## config.mk

```make
export PLATFORM = sky130hd
export DESIGN_NAME = branch_predictor_flat
export DESIGN_NICKNAME = d
export VERILOG_FILES = /design/src/rtl/branch_predictor_if.sv /design/src/rtl/branch_predictor.sv /design/src/flat_wrapper.sv
export SDC_FILE = /design/constraint.sdc
export NUM_CORES = 1
export LEC_CHECK = 0
export ABC_AREA = 1
export BUFFER_PORTS_ARGS = -buffer_cell sky130_fd_sc_hd__buf_2
export CAP_MARGIN = 40
export CORE_MARGIN = 3
export CORE_UTILIZATION = 57
export DETAILED_ROUTE_END_ITERATION = 16
export PLACE_DENSITY_LB_ADDON = 0.08
export REMOVE_ABC_BUFFERS = 1
export SLEW_MARGIN = 25
export SYNTH_ARGS = -nofsm -noshare
export SYNTH_HDL_FRONTEND = slang
export SYNTH_SLANG_ARGS = --single-unit
```

## constraint.sdc

```tcl
create_clock -name clk -period 3.7 [get_ports clk]
set_input_delay 0.74 -clock clk [delete_from_list [all_inputs] [get_ports clk]]
set_output_delay 0.74 -clock clk [all_outputs]
set_load 0.01 [all_outputs]
```

## src/rtl/branch_predictor_if.sv

```systemverilog
// Lookup, training and prediction signals between fetch/decode, the gshare
// predictor and the branch manager.
interface branch_predictor_if #(
  parameter int WordSize  = 32,
  parameter int HistBits  = 5
);
  logic                req_valid;
  logic [WordSize-1:0] req_pc;
  logic [WordSize-1:0] req_target;

  logic                upd_valid;
  logic [WordSize-1:0] upd_pc;
  logic [HistBits-1:0] upd_ghr;
  logic                upd_taken;
  logic                upd_flush;

  logic                pred_valid;
  logic                pred_taken;
  logic [WordSize-1:0] pred_pc;
  logic [WordSize-1:0] pred_addr;
  logic [HistBits-1:0] pred_ghr;

  modport master (
    output req_valid, req_pc, req_target,
    output upd_valid, upd_pc, upd_ghr, upd_taken, upd_flush,
    input  pred_valid, pred_taken, pred_pc, pred_addr, pred_ghr
  );

  modport slave (
    input  req_valid, req_pc, req_target,
    input  upd_valid, upd_pc, upd_ghr, upd_taken, upd_flush,
    output pred_valid, pred_taken, pred_pc, pred_addr, pred_ghr
  );
endinterface

```

## src/rtl/branch_predictor.sv

```systemverilog
// Gshare direction predictor: 2-bit counter table indexed by PC xor speculative
// global history, with registered prediction outputs and flush-time history repair.
module branch_predictor #(
  parameter int WordSize  = 32,
  parameter int IndexBits = 5,
  parameter int HistBits  = 5
) (
  input logic               clk,
  input logic               rstn,
  branch_predictor_if.slave bp
);
  localparam int NumEntries = 1 << IndexBits;

  logic [1:0]           pht_q [NumEntries];
  logic [HistBits-1:0]  ghr_q, ghr_d;

  logic                 pred_valid_q, pred_valid_d;
  logic                 pred_taken_q, pred_taken_d;
  logic [WordSize-1:0]  pred_pc_q, pred_pc_d;
  logic [WordSize-1:0]  pred_addr_q, pred_addr_d;
  logic [HistBits-1:0]  pred_ghr_q, pred_ghr_d;

  logic [IndexBits-1:0] idx, uidx;
  logic                 lookup_taken;
  logic                 do_repair, do_lookup;
  logic [1:0]           cnt_cur, cnt_new;
  logic [HistBits-1:0]  spec_hist, repair_hist;

  assign idx          = bp.req_pc[IndexBits+1:2] ^ IndexBits'(ghr_q);
  assign uidx         = bp.upd_pc[IndexBits+1:2] ^ IndexBits'(bp.upd_ghr);
  assign lookup_taken = pht_q[idx][1];
  assign do_repair    = bp.upd_valid & bp.upd_flush;
  assign do_lookup    = bp.req_valid & ~do_repair;
  assign cnt_cur      = pht_q[uidx];

  // A one-bit history is simply the latest outcome; wider ones shift left.
  generate
    if (HistBits == 1) begin : g_hist1
      assign spec_hist   = lookup_taken;
      assign repair_hist = bp.upd_taken;
    end else begin : g_histn
      assign spec_hist   = {ghr_q[HistBits-2:0], lookup_taken};
      assign repair_hist = {bp.upd_ghr[HistBits-2:0], bp.upd_taken};
    end
  endgenerate

  always_comb begin
    cnt_new = cnt_cur;
    if (bp.upd_taken) begin
      if (cnt_cur != 2'b11) cnt_new = cnt_cur + 2'd1;
    end else begin
      if (cnt_cur != 2'b00) cnt_new = cnt_cur - 2'd1;
    end
  end

  always_comb begin
    ghr_d        = ghr_q;
    pred_valid_d = 1'b0;
    pred_taken_d = pred_taken_q;
    pred_pc_d    = pred_pc_q;
    pred_addr_d  = pred_addr_q;
    pred_ghr_d   = pred_ghr_q;
    if (do_lookup) begin
      pred_valid_d = 1'b1;
      pred_taken_d = lookup_taken;
      pred_pc_d    = bp.req_pc;
      pred_addr_d  = bp.req_target;
      pred_ghr_d   = ghr_q;
      ghr_d        = spec_hist;
    end
    if (do_repair) begin
      ghr_d = repair_hist;
    end
  end

  // Prediction reads the pre-update counter; a same-cycle training write still lands.
  always_ff @(posedge clk) begin
    if (!rstn) begin
      for (int i = 0; i < NumEntries; i++) begin
        pht_q[i] <= 2'b01;
      end
    end else if (bp.upd_valid) begin
      pht_q[uidx] <= cnt_new;
    end
  end

  always_ff @(posedge clk) begin
    if (!rstn) begin
      ghr_q        <= '0;
      pred_valid_q <= 1'b0;
      pred_taken_q <= 1'b0;
      pred_pc_q    <= '0;
      pred_addr_q  <= '0;
      pred_ghr_q   <= '0;
    end else begin
      ghr_q        <= ghr_d;
      pred_valid_q <= pred_valid_d;
      pred_taken_q <= pred_taken_d;
      pred_pc_q    <= pred_pc_d;
      pred_addr_q  <= pred_addr_d;
      pred_ghr_q   <= pred_ghr_d;
    end
  end

  assign bp.pred_valid = pred_valid_q;
  assign bp.pred_taken = pred_taken_q;
  assign bp.pred_pc    = pred_pc_q;
  assign bp.pred_addr  = pred_addr_q;
  assign bp.pred_ghr   = pred_ghr_q;

  logic unused_upd_pc;
  assign unused_upd_pc = ^{bp.upd_pc[WordSize-1:IndexBits+2], bp.upd_pc[1:0]};
endmodule
```

## src/flat_wrapper.sv

```systemverilog
// flat-port wrapper written by rule: the top's interface ports become plain ports
module branch_predictor_flat 
#(
  parameter int WordSize  = 32,
  parameter int IndexBits = 5,
  parameter int HistBits  = 5
)
  (clk, rstn, bp_req_valid, bp_req_pc, bp_req_target, bp_upd_valid, bp_upd_pc, bp_upd_ghr, bp_upd_taken, bp_upd_flush, bp_pred_valid, bp_pred_taken, bp_pred_pc, bp_pred_addr, bp_pred_ghr);
  branch_predictor_if #(.WordSize(WordSize), .HistBits(HistBits)) bp_i ();
  input logic clk;
  input logic rstn;
  input wire logic [$bits(bp_i.req_valid)-1:0] bp_req_valid;
  input wire logic [$bits(bp_i.req_pc)-1:0] bp_req_pc;
  input wire logic [$bits(bp_i.req_target)-1:0] bp_req_target;
  input wire logic [$bits(bp_i.upd_valid)-1:0] bp_upd_valid;
  input wire logic [$bits(bp_i.upd_pc)-1:0] bp_upd_pc;
  input wire logic [$bits(bp_i.upd_ghr)-1:0] bp_upd_ghr;
  input wire logic [$bits(bp_i.upd_taken)-1:0] bp_upd_taken;
  input wire logic [$bits(bp_i.upd_flush)-1:0] bp_upd_flush;
  output wire logic [$bits(bp_i.pred_valid)-1:0] bp_pred_valid;
  output wire logic [$bits(bp_i.pred_taken)-1:0] bp_pred_taken;
  output wire logic [$bits(bp_i.pred_pc)-1:0] bp_pred_pc;
  output wire logic [$bits(bp_i.pred_addr)-1:0] bp_pred_addr;
  output wire logic [$bits(bp_i.pred_ghr)-1:0] bp_pred_ghr;
  assign bp_i.req_valid = bp_req_valid;
  assign bp_i.req_pc = bp_req_pc;
  assign bp_i.req_target = bp_req_target;
  assign bp_i.upd_valid = bp_upd_valid;
  assign bp_i.upd_pc = bp_upd_pc;
  assign bp_i.upd_ghr = bp_upd_ghr;
  assign bp_i.upd_taken = bp_upd_taken;
  assign bp_i.upd_flush = bp_upd_flush;
  assign bp_pred_valid = bp_i.pred_valid;
  assign bp_pred_taken = bp_i.pred_taken;
  assign bp_pred_pc = bp_i.pred_pc;
  assign bp_pred_addr = bp_i.pred_addr;
  assign bp_pred_ghr = bp_i.pred_ghr;
  branch_predictor #(.WordSize(WordSize), .IndexBits(IndexBits), .HistBits(HistBits)) u_core (.clk(clk), .rstn(rstn), .bp(bp_i));
endmodule
```

======== Word-level counts from Yosys, hierarchy flattened ========
Memory sizes are Yosys's and may differ from the RTL's.
Cells that the tools add are included.
word-level totals
  flip-flop bits (word level) ............. 76
  RAM bits ................................ 64
  input port bits ......................... 107
  output and inout bits ................... 71
  word-level logic and storage cells ...... 31
  memories kept ........................... 1
memories
  memory        words  width  rd ports  clocked after Yosys merged registers in  wr ports  RTL line                RTL
  u_core.pht_q  32     2      2         0                                        32        branch_predictor.sv:14  logic [1:0] pht_q [NumEntries];
cells by class
  add/sub/neg operators ................... 2
  eq/ne operators ......................... 1
  mux-type cells .......................... 13
  bitwise gates (word level) .............. 5
  reductions and logical operators ........ 3
operators by type and width
  kind                                                                count
  5-bit two-way mux                                                   3
  5-bit XOR                                                           2
  2-bit two-way mux                                                   4
  1-bit two-way mux                                                   6
  2-bit nonzero test                                                  2
  2-bit by 1-bit adder with 2-bit output, second input constant       1
  1-bit bitwise AND                                                   2
  2-bit inequality test, second input constant                        1
  2-bit OR reduction                                                  1
  2-bit by 1-bit subtractor with 2-bit output, second input constant  1
  1-bit NOT                                                           1

======== Depth between registers and ports, before layout ========
An unclocked memory read counts as a cell.
  depth after elaboration ................. 6
  mapped depth ............................ 15
  depth with buffers taken out ............ 13

======== Worst setup path after synthesis ========
No wires, ideal clock.
  path type ............................... in2reg
  start point ............................. input port bp_upd_ghr[0]
  end point ............................... memory u_core.pht_q[12][1], data pin
  library setup time ...................... 0.251 ns
  arrival time ............................ 2.076 ns
  data required time ...................... 3.449 ns
  setup slack ............................. 1.372 ns
  stages .................................. 14
  path buffers ............................ 3
  path through ............................ inv_1 > nand2_1 > nand2_1 > buf_2 > buf_2 > nand2_1 > nand3_1 > nand3_1 > nand4_1 > nor2_2 > nand2_2 > nand2_4 > buf_6 > nor2_1
RTL lines
  item                RTL line                RTL
  start: declaration  flat_wrapper.sv:17      input wire logic [$bits(bp_i.upd_ghr)-1:0] bp_upd_ghr;
  end: declaration    branch_predictor.sv:14

==> flow_summary.ini <==
[sta]
setup_viol = 0
slew_violations = 0
rsz0062_at_grt = no
setup-tns-final_ns = 0
hold_viol_final = 0
fmax_mhz = 377.2
whs_ns = 0.4584
setup_slack_ns = 1.049
worst_slew_margin_rel = 0.4337
worstMarginPinSlew_ns = 0.8433
finClkSkew_ns = 0.006465
fin_crit_sh = 0.7165
fin_crit_ns = 2.651

[cts]
cts.sinks = 140
cts_tree = built
cts_root_buf = clkbuf_16
postCtsSetupRepairBufs = 0
clk_pin_slew_ns = 0.06
cts_resized = 0
clk_latency_ns = 0.42
cts_hold_buf = 0
numCtsBuffers = 17
h-tree-depth = 4
clockBufferDepth = 2

[routing]
drt-total-wl_um = 16650
drt-initial-drc-count = 610
route.detailed.drc = 0
avgRoutedWirePerCell_um = 14.26
first_pass_iters = 5
postRouteAntennaNets = 0
vias = 6029
post_drt_via_cell_ratio = 5.166

[layout]
syn2layout_area_growth_pct = 21.05
layout_commonest_cell = nor2_1
final_cell_mix = 193 x nor2_1, 164 x nand2_1, 150 x buf_2, 122 x nand3_1, 99 x inv_1
diodes = 0
nets = 1121
post_route_cells_drive_above_1_share = 0.2084

[min_path]
min_to = u_core.bp.pred_ghr[0]
worstHoldPathCells = 2
min_path_type = register to register
hp-start = u_core.bp.pred_ghr[0]

[floorplan]
die-area_mm2 = 0.01304
initial_core_util = 0.5995
rows = 38
coreArea_mm2 = 0.01113
die_w_um = 114.2
chipHeight_um = 114.2
num_io_pins = 178

[setup_path]
crit_chain = buf_2 -> xnor2_1 -> inv_1 -> nor2_1 -> nand3_1 -> nand2_1 -> nor2_1 -> nand2_1 -> nand2_4 -> nand2_2 -> nand2_4 -> nor2_1
timing.rr.end = u_core.pht_q[22][1]
cp_slowest_cell = xnor2_1
r2r-start = u_core.pht_q[2][1]
worstPathArrival_ns = 2.92
end_kind = register
cp-start-kind = input pin
cpMostUsedCell = nor2_1
required_ns = 3.97
critPathKind = input pin to register
reg2reg_depth = 10
crit_fanout = 32
slowest_delay_ns = 0.47
r2r_slack_ns = 1.63

[flow_run]
max_cap_viol_count = 0

[yosys]
avgSynthCellArea_um2 = 7.606
synth_area_mm2 = 0.006670
yosysWarnings = 0
yosysTopAreaCell = edfxtp_1
yosysTopAreaCellShare = 0.2881
yosys-top-cells-area = edfxtp_1 29%, dfxtp_1 23%, nor2_1 11%, nand2_1 9.3%, nand3_1 9.2%
yosys_register_bits = 140
ys_types = 26
yosysSeqAreaShare = 0.5162
synth_cells = 877

[global_routing]
antenna_found_initial = 0
grt_max_degree = 74
grt_pass1_wl_um = 26650
grt_usage = 0.2615
grt_pass1_vias = 5695
overflow = 0

[placed_design]
io_buffers = 150
dp_hpwl_um = 10910
place_ws_ns = 0.6843
place_congestion = 0.8902

[power]
irDropWorstVdd_mv = 0.4323
powerDensity_mw_per_mm2 = 500.3
leakage_nw = 3.623

[status]
status = finished clean
state kept, by name, indices dropped and copies added (netlist names):
register and count:
u_core.pht_q 64, u_core.bp.pred_ghr 5, u_core.bp.pred_taken 1, u_core.bp.pred_addr 32, u_core.ghr_q 5, u_core.bp.pred_valid 1, u_core.bp.pred_pc 32
critical path, delay by kind of cell:
kind / cells / cell delay (ns)
xor+xnor: 1 / 0.47
simple gates: 9 / 1.39
buf+inv: 2 / 0.30
layer usage:
| metal | GRT usage | vias to the layer above | part of all wire |
|---|---|---|---|
| met4 | 0.1124 | 0 | 0.024 |
| met3 | 0.06818 | 38 | 0.085 |
| met2 | 0.4254 | 245 | 0.48 |
| met1 | 0.3305 | 2676 | 0.41 |
| met5 | 0 | - | 0 |
| li1 | - | 3070 | - |
cell families (layout without fill, tap and decap cells):
group / Yosys count / after routing / share of synthesized area
flops: 140 / 140 / 0.5162
simple gates: 500 / 500 / 0.3140
buf+inv: 146 / 296 / 0.09360
xor+xnor: 9 / 9 / 0.01407
compound gates: 82 / 82 / 0.06209
final cells by class:
cell class | count | area [µm²]
Multi-Input combinational cell | 591 | 2605
Clock inverter | 9 | 80.08
Sequential cell | 140 | 3443
Clock buffer | 23 | 510.5
Tap cell | 140 | 175.2
Inverter | 101 | 379.1
Fill cell | 923 | 3052
Timing Repair Buffer | 163 | 880.8
how the worst max path moves through the flow:
stage | startpoint | endpoint | cells past startpoint
after floorplan | bp_upd_valid | u_core.bp.pred_ghr[4] | 5
after global placement | bp_upd_ghr[2] | u_core.pht_q[20][1] | 12
after detailed placement | bp_upd_ghr[2] | u_core.pht_q[22][1] | 12
after CTS | bp_upd_ghr[2] | u_core.pht_q[22][1] | 12
after global routing | bp_upd_ghr[2] | u_core.pht_q[22][1] | 12
final | bp_upd_ghr[2] | u_core.pht_q[22][1] | 12
cell usage after synthesis, drive strengths merged:
library cell,instances
a21oi,8
buf,16
clkbuf,29
clkinv,1
dfxtp,76
edfxtp,64
inv,100
nand2,169
nand3,123
nand3b,1
nand4,1
nor2,206
o21ai,71
o22ai,3
xnor2,7
xor2,2
report_power, final:
part	switching (mW)	internal (mW)	leakage, nW
registers	0.0378	1.70	1.20
logic	0.422	0.206	2.13
clock network	0.640	1.04	0.292
stage by stage:
step	instances	power [mW]	cell area, µm²	utilization
floorplan	832	2.126	6425	-
global placement	1134	2.376	7456	0.6702
detailed placement	1135	2.386	7483	0.6726
CTS	1167	4.057	8074	0.7257
global route	1167	4.201	8074	0.7257
finish	1167	4.039	8074	0.7257
No activity file was read; power rests on OpenSTA's default activity.
